## src/rtl/uart_rx.sv

```systemverilog
// ============================================================================
// Module   : uart_rx
// Brief    : 16x-oversampled UART receiver; LSB-first data, stop-bit check,
//            one-cycle done strobe per completed frame.
// Revision : 1.0 - initial release
// ============================================================================
`default_nettype none

module uart_rx #(
    parameter int NB_DATA     = 8,
    parameter int SB_TICK     = 16,
    parameter int NB_TICK_CNT = $clog2(SB_TICK),
    parameter int NB_BIT_CNT  = $clog2(NB_DATA)
) (
    input  logic               i_clock,
    input  logic               i_reset,
    input  logic               i_tick,
    input  logic               i_rx,
    output logic [NB_DATA-1:0] o_data,
    output logic               o_rx_done,
    output logic               o_frame_error
);

    typedef enum logic [1:0] {
        IDLE  = 2'd0,
        START = 2'd1,
        DATA  = 2'd2,
        STOP  = 2'd3
    } state_t;

    localparam logic [NB_TICK_CNT-1:0] START_MID = NB_TICK_CNT'(7);
    localparam logic [NB_TICK_CNT-1:0] DATA_MID  = NB_TICK_CNT'(15);
    localparam logic [NB_TICK_CNT-1:0] STOP_END  = NB_TICK_CNT'(SB_TICK - 1);
    localparam logic [NB_TICK_CNT-1:0] TICK_ONE  = NB_TICK_CNT'(1);
    localparam logic [NB_BIT_CNT-1:0]  LAST_BIT  = NB_BIT_CNT'(NB_DATA - 1);
    localparam logic [NB_BIT_CNT-1:0]  BIT_ONE   = NB_BIT_CNT'(1);

    logic                   rx_meta;
    logic                   rx_s;

    state_t                 state;
    state_t                 state_next;
    logic [NB_TICK_CNT-1:0] tick_cnt;
    logic [NB_TICK_CNT-1:0] tick_cnt_next;
    logic [NB_BIT_CNT-1:0]  bit_cnt;
    logic [NB_BIT_CNT-1:0]  bit_cnt_next;
    logic [NB_DATA-1:0]     shreg;
    logic [NB_DATA-1:0]     shreg_next;
    logic [NB_DATA-1:0]     data_next;
    logic                   frame_error_next;
    logic                   rx_done_next;

    // Two-flop synchroniser; resets to the idle-high line level.
    always_ff @(posedge i_clock) begin
        if (i_reset) begin
            rx_meta <= 1'b1;
            rx_s    <= 1'b1;
        end else begin
            rx_meta <= i_rx;
            rx_s    <= rx_meta;
        end
    end

    always_ff @(posedge i_clock) begin
        if (i_reset) begin
            state         <= IDLE;
            tick_cnt      <= '0;
            bit_cnt       <= '0;
            shreg         <= '0;
            o_data        <= '0;
            o_frame_error <= 1'b0;
            o_rx_done     <= 1'b0;
        end else begin
            state         <= state_next;
            tick_cnt      <= tick_cnt_next;
            bit_cnt       <= bit_cnt_next;
            shreg         <= shreg_next;
            o_data        <= data_next;
            o_frame_error <= frame_error_next;
            o_rx_done     <= rx_done_next;
        end
    end

    always_comb begin
        state_next       = state;
        tick_cnt_next    = tick_cnt;
        bit_cnt_next     = bit_cnt;
        shreg_next       = shreg;
        data_next        = o_data;
        frame_error_next = o_frame_error;
        rx_done_next     = 1'b0;

        case (state)
            // Start-bit detection is immediate so tick phase does not add skew.
            IDLE: begin
                if (!rx_s) begin
                    state_next    = START;
                    tick_cnt_next = '0;
                end
            end

            START: begin
                if (i_tick) begin
                    if (tick_cnt == START_MID) begin
                        tick_cnt_next = '0;
                        if (!rx_s) begin
                            state_next   = DATA;
                            bit_cnt_next = '0;
                        end else begin
                            state_next = IDLE;
                        end
                    end else begin
                        tick_cnt_next = tick_cnt + TICK_ONE;
                    end
                end
            end

            DATA: begin
                if (i_tick) begin
                    if (tick_cnt == DATA_MID) begin
                        tick_cnt_next = '0;
                        shreg_next    = {rx_s, shreg[NB_DATA-1:1]};
                        if (bit_cnt == LAST_BIT) begin
                            state_next = STOP;
                        end else begin
                            bit_cnt_next = bit_cnt + BIT_ONE;
                        end
                    end else begin
                        tick_cnt_next = tick_cnt + TICK_ONE;
                    end
                end
            end

            STOP: begin
                if (i_tick) begin
                    if (tick_cnt == STOP_END) begin
                        state_next       = IDLE;
                        tick_cnt_next    = '0;
                        data_next        = shreg;
                        frame_error_next = ~rx_s;
                        rx_done_next     = 1'b1;
                    end else begin
                        tick_cnt_next = tick_cnt + TICK_ONE;
                    end
                end
            end

            default: begin
                state_next    = IDLE;
                tick_cnt_next = '0;
            end
        endcase
    end

endmodule

`default_nettype wire

```

## config.mk

```make
export PLATFORM = sky130hd
export DESIGN_NAME = uart_rx
export DESIGN_NICKNAME = d
export VERILOG_FILES = /design/src/rtl/uart_rx.sv
export SDC_FILE = /design/constraint.sdc
export NUM_CORES = 1
export LEC_CHECK = 0
export CAP_MARGIN = 15
export CORE_AREA = 2 2 63 89
export CTS_BUF_LIST = sky130_fd_sc_hd__clkbuf_4 sky130_fd_sc_hd__clkbuf_8
export DETAILED_ROUTE_END_ITERATION = 8
export DIE_AREA = 0 0 65 91
export HOLD_SLACK_MARGIN = 0.12
export PLACE_DENSITY_LB_ADDON = 0.3
export RECOVER_POWER = 25
export SLEW_MARGIN = 20
export SYNTH_ARGS = -nofsm -noshare
export SYNTH_HDL_FRONTEND = slang
export SYNTH_SLANG_ARGS = --single-unit
```

## constraint.sdc

```tcl
create_clock -name i_clock -period 2.5 [get_ports i_clock]
set_clock_uncertainty 0.2 [all_clocks]
set_input_delay 0.5 -clock i_clock [delete_from_list [all_inputs] [get_ports i_clock]]
set_output_delay 0.5 -clock i_clock [all_outputs]
set_load 0.01 [all_outputs]
```

Yosys cells after proc, flatten, opt, wreduce, memory -nomap -nowiden
Index checks and enable logic that the tools add are counted.
- logic and storage cells: 64
- register bits after elaboration: 29
- add/sub/neg operators: 2
- bitwise operators: 3
- mux-type cells: 24
- reduce and logical (&&, ||, !) cells: 9
- equality and inequality tests: 17
- operators by type and width (cell ; count):
    $mux W4 ; 5
    $ne A2 B2 Y1 const B ; 10
    $mux W2 ; 9
    $mux W3 ; 6
    $pmux W4 S3 ; 1
    $reduce_and A3 Y1 ; 3
    $pmux W2 S4 ; 1
    $reduce_and A8 Y1 ; 1
    $reduce_and A7 Y1 ; 1
    $pmux W3 S2 ; 1
    $add A4 B1 Y4 const B ; 1
    $eq A2 B2 Y1 const B ; 2
    $eq A4 B3 Y1 const B ; 1
    $eq A4 B4 Y1 const B ; 1
    $add A3 B1 Y3 const B ; 1
    $eq A3 B3 Y1 const B ; 1
    $not A1 Y1 ; 3
    $reduce_or A3 Y1 ; 1
    $eq A2 B1 Y1 const B ; 1
    $logic_not A2 Y1 ; 1
    $ne A2 B1 Y1 const B ; 1
    $reduce_bool A2 Y1 ; 1
    $reduce_or A2 Y1 ; 1
    $mux W1 ; 1

Longest topological paths before layout
- depth in word-level cells: 5
- mapped depth: 6

Least setup slack after synthesis
No wires, ideal clock.
- kind: register -> register
- start: register tick_cnt[3]
- end: register bit_cnt[1]
- path buffers: 1
- stages on the path, launching flop included: 6
- path slack: 0.712 ns
- arrival: 1.516 ns
- required time: 2.228 ns
- cell sequence: dfxtp_1 > buf_6 > or4b_4 > o31ai_4 > o211a_4 > mux2i_1
- longest elaborated chain between the ends: 3
- RTL lines (what ; line ; text):
    start: declaration ; 43 ; logic [NB_TICK_CNT-1:0] tick_cnt;
    start signal: assignment ; 75 ; tick_cnt <= tick_cnt_next;
    $eq A4 B4 Y1 or $eq A4 B3 Y1 (tied branches) ; 120, 104 ;
    $ne A2 B2 Y1 (no line) ; n/a ;
    $reduce_and A7 Y1 (no line) * ; n/a ;
    end signal: assignment ; 76 ; bit_cnt <= bit_cnt_next;
    end: declaration ; 45 ; logic [NB_BIT_CNT-1:0] bit_cnt;
Every way passes the cells marked *; elsewhere a longest branch is shown, timed or not.
A chain may end at the register's enable or synchronous reset.

Worst setup path after layout
- start: input i_tick
- end: register tick_cnt[3]
- longest elaborated chain between the ends: 2
- RTL lines (what ; line ; text):
    start: declaration ; 17 ; input logic i_tick,
    $ne A2 B1 Y1 (no line) or $ne A2 B2 Y1 (tied branches) ; n/a ;
    $reduce_and A3 Y1 (no line) * ; n/a ;
Marked as above.

==> metrics.md <==
| Metric | Value |
|---|---|
| Status | completed |
| CTS tree | built |
| Period utilization | 0.862 |
| Peak VDD IR | 0.000168 V |
| Clk_lat worst skew | 0.28 ns |
| Port Buffers | 13 |
| Die width | 65 µm |
| Reg power frac | 0.465 |
| Psw | 198 µW |
| Synth cell types | 36 |
| Final setup margin | 0.346 ns |
| Area after DPL | 1470 µm² |
| Worst min path class | register to register |
| RSZ-0062 raised after global routing | no |
| Yosys top cell area share | 0.461 |
| Syn nets | 134 |
| Initial DRC count | 65 |
| Hold_buf cts | 0 |
| Fin area | 1590 µm² |
| Fmax | 464 MHz |
| Post-DRT Antenna Nets | 0 |
| Vias in the first global route | 922 |
| DP HPWL | 1790 µm |
| Via density | 4.37 |
| Htree depth | 2 |
| DRT Pass-1 Iters | 6 |
| EDFF count, synth | 0 |
| TritonCTS Buffers | 5 |
| Max Root-Sink Buffers | 2 |
| Combinational power share | 0.034 |
| Sequential element share of the synthesized area | 0.461 |
| Fin. max-slew vios | 0 |
| Die Y-Extent | 91 µm |
| RePlAce Congestion | 0.831 |
| Lkg Pwr | 0.539 nW |
| Yosys warnings | 0 |
| FFs w/ async S/R, synth | 0 |
| Switching Share | 0.195 |
| Area contributors post-synth | dfxtp_1 46%, mux2i_1 16%, nor2_1 6.6% |
| Worst-path clk slew | 0.06 ns |
| WL final | 2390 µm |
| Worst-Margin Slew | 0.385 ns |
| Crit path kind | input port to register |
| Slew headroom | 0.740 |
| Slowest stage delay, CP | 0.54 ns |
| Fin crit period | 2.15 ns |
| Largest net degree at the start of global routing | 19 |
| Layout cell share with drive strength beyond 1 | 0.118 |
| Gates resized, CTS repair | 0 |
| WP data required | 2.49 ns |
| Layout area overhead | 26.0% |
| Endpoints failing setup | 0 |
| Final hold violations | 0 |
| WP data arrival | 2.15 ns |
| Worst path cell trace | dlygate4sd3_1 -> clkbuf_1 -> o21ai_0 -> a31oi_1 -> a41oi_1 -> a311oi_1 |
| Synthesized instance count | 127 |
| Area leader, netlist | dfxtp_1 |
| Pwr dens | 639 nW/µm² |
| Initial antenna violation count | 0 |
| Clock Sinks | 29 |
| DIE AREA | 5920 µm² |
| Avg Synthesized Cell Area | 9.92 µm² |
| Final nets | 150 |
| Clock Power Share | 0.501 |
| DRC viols | 0 |
| Top FF cell, synth | dfxtp_1 |
| Postcts setup bufs | 0 |
| # rows | 31 |
| Synth top cells by count | 29 x dfxtp_1, 22 x nor2_1, 20 x mux2i_1 |
| Worst setup EP type | register |
| Root Driver | clkbuf_8 |
| Top-count cell post-synth | dfxtp_1 |
| Pint | 817 µW |
| Pre-CTS WS | 0.277 ns |
| Startpoint types | input port |
| Avg WL per Cell | 11.4 µm |
| Global-route wire length before repair | 4110 µm |
| Setup TNS | 0 ns |
| Vias after detailed routing | 918 |
| Max cap viols | 0 |
| GRT Total Usage | 0.0909 |
| GRT overflow | 0 |
| Initial Util | 0.248 |
| Design Power | 1.02 mW |
| Crit-path max FO | 6 |
| Mapped cell area | 1260 µm² |
| #FFs+latches synth | 29 |
| Slowest stage cell on the critical path | dlygate4sd3_1 |
| Placeable Area | 5080 µm² |
| N_diodes | 0 |
| Final design utilization | 0.312 |
| # IOs | 14 |
## routing by layer
metal | GRT usage | wire (µm) | vias to the layer above | part of all wire
met5 | 0 | 0 | - | 0
li1 | - | - | 474 | -
met2 | 0.152 | 1210 | 15 | 0.50
met3 | 0.0322 | 88 | 5 | 0.037
met1 | 0.0962 | 1040 | 424 | 0.43
met4 | 0.0532 | 61 | 0 | 0.025
## sequential cells by signal, summed over array words and instances (netlist names), named ones only
signal and flops:
bit_cnt 3, rx_meta 1, o_frame_error 1, rx_s 1, o_rx_done 1, state 1
shreg 8, o_data 8, tick_cnt 4
## power groups by stage
stage	clock [mW]	sequential (mW)	combinational [mW]
3_5_place_dp	0	0.483	0.0364
4_1_cts	0.523	0.472	0.0365
6_report	0.509	0.472	0.0342
2_1_floorplan	0	0.478	0.0276
5_1_grt	0.542	0.473	0.0380
3_3_place_gp	0	0.482	0.0355
## critical path: cells and delay by family
family / cells / cell delay [ns]
compound gates: 4 / 0.89
buf+inv: 2 / 0.75
## layout by cell type, fill, tap and decap left out, types with 2 or more instances in the layout
cell type        instances
or2_2                    2
nor3_1                   2
or3b_1                   2
nand2b_1                 3
nand2_1                  4
dfxtp_1                 29
ha_1                     3
clkdlybuf4s50_1          9
a21oi_1                  4
clkbuf_8                 6
a211oi_1                 3
mux2i_1                 20
o21ai_0                  3
inv_1                    3
nor2_1                  22
and4_1                   2
buf_4                    2
dlygate4sd3_1            4
## final timing paths
path / from / to / slack [ns] / cells past startpoint
setup / recovery: i_tick / tick_cnt[3]$_SDFFE_PP0P_ / 0.35 / 6
hold reg to reg: rx_meta$_SDFF_PP1_ / rx_s$_SDFF_PP1_ / 0.22 / 1
setup reg to reg: state[0]$_SDFFE_PP0P_ / bit_cnt[1]$_SDFFE_PP0P_ / 0.55 / 4
hold / removal: rx_meta$_SDFF_PP1_ / rx_s$_SDFF_PP1_ / 0.22 / 1
## stage by stage
stage	hold slack, ns	instances
2_1_floorplan	0.189	127
3_3_place_gp	0.200	202
3_5_place_dp	0.209	202
4_1_cts	0.227	210
5_1_grt	0.258	210
6_report	0.225	210
## cells by family after synthesis
logic type / after synthesis / synth area share
fa+ha+maj: 3 / 0.0298
compound gates: 19 / 0.118
xor+xnor: 1 / 0.00695
flops: 29 / 0.461
mux: 20 / 0.159
buf+inv: 11 / 0.0437
simple gates: 44 / 0.182
## area by class of cell
type	count	area, µm²
clock buffer	7	90.1
clock inverter	1	30.0
fill	532	3490
sequential	29	581
inverter	3	11.3
timing repair buffer	17	169
tap	66	82.6
multi-input combinational	87	624
(Power assumes the default switching activity.)
